`config.mk`:
```
export PLATFORM = sky130hd
export DESIGN_NAME = spi_frame_master
export DESIGN_NICKNAME = d
export VERILOG_FILES = /design/src/rtl/spi_master_pkg.sv /design/src/rtl/spi_frame_master_bit_sync.sv /design/src/rtl/spi_frame_master.sv
export SDC_FILE = /design/constraint.sdc
export NUM_CORES = 1
export LEC_CHECK = 0
export ABC_AREA = 1
export ABC_CLOCK_PERIOD_IN_PS = 5230
export BUFFER_PORTS_ARGS = -buffer_cell sky130_fd_sc_hd__buf_2
export CORE_UTILIZATION = 35
export CTS_CLUSTER_SIZE = 12
export DETAILED_ROUTE_END_ITERATION = 12
export RECOVER_POWER = 50
export REMOVE_ABC_BUFFERS = 1
export SYNTH_ARGS = -nofsm -noshare
export SYNTH_HDL_FRONTEND = slang
export SYNTH_SLANG_ARGS = --single-unit
```
`constraint.sdc`:
```
create_clock -name vgaclk -period 5.23 [get_ports vgaclk]
set_input_delay 0.2615 -clock vgaclk [delete_from_list [all_inputs] [get_ports vgaclk]]
set_output_delay 0.2615 -clock vgaclk [all_outputs]
set_load 0.02 [all_outputs]
```
`src/rtl/spi_master_pkg.sv`:
```
// spi_master_pkg: shared types and constants for the SPI frame master.
//   state_t  : frame sequencer states
//   SPI_WIDTH: frame length in bits, matched to the slave's frame
//   SCK_IDLE : level of sck between frames
package spi_master_pkg;

  typedef enum logic [2:0] {
    IDLE  = 3'd0,
    SETUP = 3'd1,
    LOW   = 3'd2,
    HIGH  = 3'd3,
    HOLD  = 3'd4
  } state_t;

  localparam int   SPI_WIDTH = 32;
  localparam logic SCK_IDLE  = 1'b1;

endpackage

```
`src/rtl/spi_frame_master_bit_sync.sv`:
```
// bit_sync: two-flop synchroniser for a single asynchronous input bit.
// Ports:
//   clk   in  destination clock
//   reset in  asynchronous, active-high; clears both flops to 0
//   d     in  asynchronous input
//   q     out synchronised output
module bit_sync (
  input  logic clk,
  input  logic reset,
  input  logic d,
  output logic q
);

  logic meta;

  always_ff @(posedge clk or posedge reset) begin
    if (reset) begin
      meta <= 1'b0;
      q    <= 1'b0;
    end else begin
      meta <= d;
      q    <= meta;
    end
  end

endmodule

```
`src/rtl/spi_frame_master.sv`:
```
// spi_frame_master: SPI master that sends one WIDTH-bit frame MSB first on
// sdo and captures a WIDTH-bit reply from sdi per accepted start. The slave
// samples sdo and shifts sdi on falling sck; this side samples sdi (through
// a 2-FF synchroniser) at the end of each sck-low phase.
// Ports:
//   vgaclk   in  system clock
//   reset    in  asynchronous, active-high
//   start    in  frame request, only looked at in IDLE
//   tx_data  in  word to send, latched on acceptance
//   busy     out frame in progress
//   done     out one-cycle pulse at frame end
//   rx_data  out last received word, updated at done
//   rx_valid out set at first done, cleared only by reset
//   sck      out SPI clock, idles high
//   sdo      out master-out data
//   sdi      in  master-in data, asynchronous
//   cs_n     out active-low frame enable
//
// state | meaning
// IDLE  | waiting for start, cs_n high
// SETUP | cs_n low, first bit on sdo, sck still high
// LOW   | sck low, slave has sampled current bit
// HIGH  | sck high, next bit on sdo
// HOLD  | last bit captured, cs_n held low before release
import spi_master_pkg::*;

module spi_frame_master #(
  parameter int CLKDIV = 4,
  parameter int WIDTH  = SPI_WIDTH
) (
  input  logic             vgaclk,
  input  logic             reset,
  input  logic             start,
  input  logic [WIDTH-1:0] tx_data,
  output logic             busy,
  output logic             done,
  output logic [WIDTH-1:0] rx_data,
  output logic             rx_valid,
  output logic             sck,
  output logic             sdo,
  input  logic             sdi,
  output logic             cs_n
);

  localparam int              BW       = $clog2(WIDTH);
  localparam logic [7:0]      DIV_LAST = 8'(CLKDIV - 1);
  localparam logic [BW-1:0]   BIT_LAST = BW'(WIDTH - 1);

  state_t           state;
  logic [7:0]       divcnt;
  logic [BW-1:0]    bitcnt;
  // The MSB goes straight to sdo at acceptance, so only the remaining
  // WIDTH-1 bits need to be held for shifting.
  logic [WIDTH-2:0] tx_sr;
  logic [WIDTH-1:0] rx_sr;
  logic             sdi_sync;
  logic             tick;

  bit_sync u_sdi_sync (
    .clk   (vgaclk),
    .reset (reset),
    .d     (sdi),
    .q     (sdi_sync)
  );

  assign tick = (divcnt == DIV_LAST);

  always_ff @(posedge vgaclk or posedge reset) begin
    if (reset) begin
      state    <= IDLE;
      divcnt   <= '0;
      bitcnt   <= '0;
      tx_sr    <= '0;
      rx_sr    <= '0;
      busy     <= 1'b0;
      done     <= 1'b0;
      rx_data  <= '0;
      rx_valid <= 1'b0;
      sck      <= SCK_IDLE;
      sdo      <= 1'b0;
      cs_n     <= 1'b1;
    end else begin
      done <= 1'b0;

      if (state == IDLE || tick) divcnt <= '0;
      else                       divcnt <= divcnt + 8'd1;

      case (state)
        IDLE: begin
          if (start) begin
            tx_sr  <= tx_data[WIDTH-2:0];
            sdo    <= tx_data[WIDTH-1];
            cs_n   <= 1'b0;
            bitcnt <= '0;
            busy   <= 1'b1;
            state  <= SETUP;
          end
        end
        SETUP: begin
          if (tick) begin
            sck   <= 1'b0;
            state <= LOW;
          end
        end
        LOW: begin
          if (tick) begin
            sck   <= 1'b1;
            rx_sr <= {rx_sr[WIDTH-2:0], sdi_sync};
            if (bitcnt == BIT_LAST) begin
              state <= HOLD;
            end else begin
              bitcnt <= bitcnt + 1'b1;
              sdo    <= tx_sr[WIDTH-2];
              tx_sr  <= {tx_sr[WIDTH-3:0], 1'b0};
              state  <= HIGH;
            end
          end
        end
        HIGH: begin
          if (tick) begin
            sck   <= 1'b0;
            state <= LOW;
          end
        end
        HOLD: begin
          if (tick) begin
            cs_n     <= 1'b1;
            sdo      <= 1'b0;
            rx_data  <= rx_sr;
            rx_valid <= 1'b1;
            done     <= 1'b1;
            busy     <= 1'b0;
            state    <= IDLE;
          end
        end
        default: state <= IDLE;
      endcase
    end
  end

endmodule

```
# Word level (Yosys, flattened, before mapping)
# Index checks and enable logic that the tools add are counted.
# totals
regBits	119
latch_bits	0
ram_bits	0
romBits	0
out_inout_bits	38
elab_cells	69
memories	0
# op_classes
add_sub_neg	2
multipliers	0
n_div	0
magnitude_cmp	0
n_eq_ne	11
shifts	0
n_mux	28
n_bitwise	0
reduce_logical	14
# op_table
op	count
2-to-1 mux 31 bit	3
case mux 31 bit (2 select lines)	1
2-to-1 mux 3 bit	5
2-to-1 mux 5 bit	3
case mux 3 bit (4 select lines)	1
case mux 5 bit (2 select lines)	1
2-to-1 mux 1 bit	9
adder 8 x 1 -> 8 bit (second input constant)	1
equality test 8 x 2 -> 1 bit (second input constant)	1
2-to-1 mux 8 bit	1
inequality test 2 bit (second input constant)	4
AND reduction 4 bit	2
equality test 3 x 2 -> 1 bit (second input constant)	2
case mux 1 bit (2 select lines)	3
AND reduction 3 bit	2
nonzero test 2 bit	3
adder 5 x 1 -> 5 bit (second input constant)	1
equality test 5 bit (second input constant)	1
AND reduction 5 bit	1
AND reduction 2 bit	2
equality test 3 x 1 -> 1 bit (second input constant)	1
equality test 3 bit (second input constant)	1
zero test 3 bit	1
case mux 1 bit (3 select lines)	1
other kinds (4)	4

# Depth between registers and ports, before layout
# logic_depth
depth_word	4
mapped_depth	11

# Cells and area by module
# From an unflattened synthesis, not the netlist that was laid out.
# unflattened
hier_cells	583
hier_area_um2	5228.8
# modules_own_cells
module	instances	cells_per_inst	area_per_inst_um2
spi_frame_master	1	580	5175.0
bit_sync	1	3	53.8

# Worst setup path before layout
# OpenSTA, ideal clock, no wires.
# synth_timing
path_kind	reg2reg
startpoint	reg bitcnt[0]
endpoint	reg tx_sr[1]
setup_ns	0.123
arrival_ns	1.484
slack_ns	3.623
stages_incl_launch_ff	12
n_path_buf	1
period_less_slack_ns	1.607
cell_sequence	dfrtp_1 > ha_1 > nand2_1 > nor2_1 > ha_1 > inv_1 > nand2_2 > nand2_2 > nand3_4 > buf_6 > nand2_2 > o21ai_2
# synth_via
elab_chain_len	3
# synth_rtl
element	line_no	source
start: declaration	spi_frame_master.sv:51	logic [BW-1:0] bitcnt;
start signal: assignment	spi_frame_master.sv:112	bitcnt <= bitcnt + 1'b1;
equality test 5 bit	spi_frame_master.sv:109	if (bitcnt == BIT_LAST) begin
inequality test 2 bit (no source line)	-	
AND reduction 4 bit (no source line)	-	
end signal: assignment	spi_frame_master.sv:91	tx_sr <= tx_data[WIDTH-2:0];
end signal: assignment	spi_frame_master.sv:114	tx_sr <= {tx_sr[WIDTH-3:0], 1'b0};
end: declaration	spi_frame_master.sv:54	logic [WIDTH-2:0] tx_sr;
# No other way between the ends.
# A chain may end at the register's enable or synchronous reset.

==> impl_metrics.csv <==
group,metric,value,unit
synthesis,yosysTopAreaCell,"dfrtp_1",
synthesis,ys_warn_count,0,
critical_path,cp.arrival,3.34,ns
grt,grt_pass1_vias,3775,
drt,drt_wl_total,10100,µm
power,finalPower,3.41,mW
synthesis,yosys-top-cells-count,"nand2_1 (135), dfrtp_1 (117), o21ai_2 (59)",
clocking,cts_num_sinks,119,
timing,finalCritPeriodShare,57.1,%
drt,dr.pass1.iters,4,
synthesis,post_synth_num_cell_types,28,
clocking,h-tree-depth,4,
clocking,cts_resized,0,
timing,hold_viol_final,0,
outcome,status,"finished with violations",
placed_design,dp.final_hpwl,6240,µm
floorplanning,coreArea,14800,µm²
floorplanning,fp-row-count,44,
power,power.leakage,2.87,nW
critical_path,cp.required,5.58,ns
timing,skew,0.00531,ns
critical_path,startpoint,"reset",
synthesis,synth_top_area_share,54.6,%
job,cap_violations,1,
critical_path,crit_path_end,"rx_sr[19]$_DFFE_PP0P_",
outcome,violations,"max-capacitance violations, max-slew violations",
critical_path,critPathKind,"in -> async",
critical_path,reg2reg_slack,2.50,ns
critical_path,crit_path_max_fanout,73,
drt,wire_per_inst,12.3,µm
synthesis,synth_area,5360,µm²
critical_path,r2r_cells,8,
drt,drc_errors,0,
timing,final-max-slew-violation-count,74,
synthesis,ys_top_cells_by_area,"dfrtp_1 (55%), o21ai_2 (9.6%), nand2_1 (9.5%)",
drt,viasPerCell,4.58,
drt,drtAntennaViolNets,0,
synthesis,yosys_most_used_dff,"dfrtp_1",
timing,worst_pin_slew,3.19,ns
grt,antenna_found_initial,0,
clocking,cts_buffer_depth,2,
power,irDropWorstVdd,0.252,mV
synthesis,ys_seq_area_share,55.6,%
timing,fin_crit,2.99,ns
critical_path,crit_path_start_kind,"primary input",
timing,worst_slack,2.24,ns
floorplanning,die_area,15800,µm²
finish,syn_to_final_growth,19.0,%
drt,drt_first_iter_violations,209,
finish,n_antenna_cell,0,
clocking,cts.clk_slew.worst_paths,0.05,ns
placed_design,place.gp.congestion,0.773,
critical_path,r2r_start,"state[0]$_DFFE_PP0P_",
timing,relSlewSlack,-114,%
floorplanning,die_w,126,µm
clocking,cts_root_buffer,"clkbuf_16",
grt,use_met1,18.4,%
placed_design,dp_slack,2.51,ns
clocking,numCtsBuffers,17,
power,powerDensity,534,nW/µm²
floorplanning,num_io_pins,74,
finish,drive_gt1_share,28.5,%
synthesis,syn_avg_cell_area,9.61,µm²
finish,final_util,43.2,%
timing,max_freq,0.335,GHz
grt,grt_first_pass_wirelength,17900,µm
critical_path,reg2reg_to,"tx_sr[24]$_DFFE_PP0P_",
drt,vias,3768,
timing,rsz0062_at_grt,"no",
synthesis,yosysMostFrequentCell,"nand2_1",
grt,met3_usage,4.55,%
timing,fin_setup_tns,0,ns
grt,busiest_layer,"met2",
grt,gr-total-overflow,0,
grt,use_met2,22.3,%
placed_design,io_buffers,73,
synthesis,synth-edff-count,0,
finish,num-nets-final,664,
floorplanning,die_y,126,µm
synthesis,ys_ff_latch,119,
grt,grt_usage,14.4,%
min_path,hp-class,"in -> reg",
clocking,cts_tree,"done",
critical_path,cp-end-kind,"asynchronous set/reset pin",
grt,grt_max_degree,74,
synthesis,syn_inst,558,
floorplanning,start_util,36.3,%
timing,finalSetupViolations,0,
synthesis,synthArstFlopShare,100,%
clocking,clk_latency,0.42,ns
## cells in the final DEF (no fill, tap or decap), drive strengths merged
master | synthesis | final
nand2 | 144 | 144
o21ai | 134 | 134
dfrtp | 117 | 117
clkbuf | 5 | 59
inv | 52 | 51
buf | 24 | 37
or2 | 33 | 33
nor2 | 18 | 18
nand3 | 11 | 11
bufinv | 0 | 6
a21oi | 5 | 5
nor3 | 5 | 5
clkinvlp | 0 | 4
ha | 3 | 3
clkinv | 0 | 3
nor3b | 2 | 2
dfstp | 2 | 2
nor4 | 1 | 1
xor2 | 1 | 1
nand4 | 1 | 1
dlygate4sd3 | 0 | 1
## worst min-delay path by stage
stage	startpoint	endpoint	slack, ns	cells past startpoint
after floorplan	sdi	u_sdi_sync.meta$_DFF_PP0_	0.29	0
after global placement	u_sdi_sync.meta$_DFF_PP0_	u_sdi_sync.q$_DFF_PP0_	0.33	0
after detailed placement	u_sdi_sync.meta$_DFF_PP0_	u_sdi_sync.q$_DFF_PP0_	0.34	0
after CTS	reset	rx_data[3]$_DFFE_PP0P_	0.09	2
after global routing	tx_data[0]	tx_sr[0]$_DFFE_PP0P_	0.10	3
final	tx_data[0]	tx_sr[0]$_DFFE_PP0P_	0.11	3
## worst max-delay path, cell delays in order
cell        delay (ns)
buf_2             0.10
clkinvlp_2        1.76
clkbuf_2          1.13
## power by group
| part | switching, mW | total [mW] | leakage [nW] | internal (mW) |
|---|---|---|---|---|
| Clock | 0.415 | 1.34 | 0.328 | 0.929 |
| Combinational | 0.565 | 0.876 | 0.965 | 0.310 |
| Sequential | 0.0890 | 1.19 | 1.58 | 1.10 |
## metrics by stage
stage	instances	area, µm²	hold WS, ns
final	822	6380	0.109
after global routing	822	6380	0.105
after CTS	822	6430	0.0922
after detailed placement	789	5730	0.337
after global placement	789	5730	0.333
after floorplan	529	5110	0.293
## sequential cells by signal, summed over array words and instances (netlist names)
signal and count:
done 1, busy 1, rx_sr 32, u_sdi_sync.q 1, u_sdi_sync.meta 1, rx_data 32
sdo 1, sck 1, divcnt 8, state 3, cs_n 1, bitcnt 5
tx_sr 31, rx_valid 1
## kinds of logic (layout without fill, tap and decap cells)
group	count (synthesis)	in the layout	share of synthesized area, %
fa+ha+maj	3	3	0.700
xor+xnor	1	1	0.163
flops	119	119	55.6
simple gates	215	215	18.2
buf+inv	81	161	8.26
compound gates	139	139	17.1
## layer usage
layer / vias up / wire length, µm
met2: 58 / 4620
met3: 15 / 328
li1: 1922 / -
met5: - / 0
met1: 1773 / 4980
met4: 0 / 195
## timing repair
item	CTS	global route
setup buffers	0	0
endpoints found under the setup margin	0	0
hold buffers	1	0
endpoints found under the hold margin	1	0
## area by class of cell
type,instances,area (µm²)
clock buffers,20,467
clock inverters,12,221
fillers,1458,8370
inverters,52,196
multi-input cells,358,1940
flip-flops and latches,119,2980
well taps,184,230
repair buffers,77,348
No activity file was read; power rests on OpenSTA's default activity.
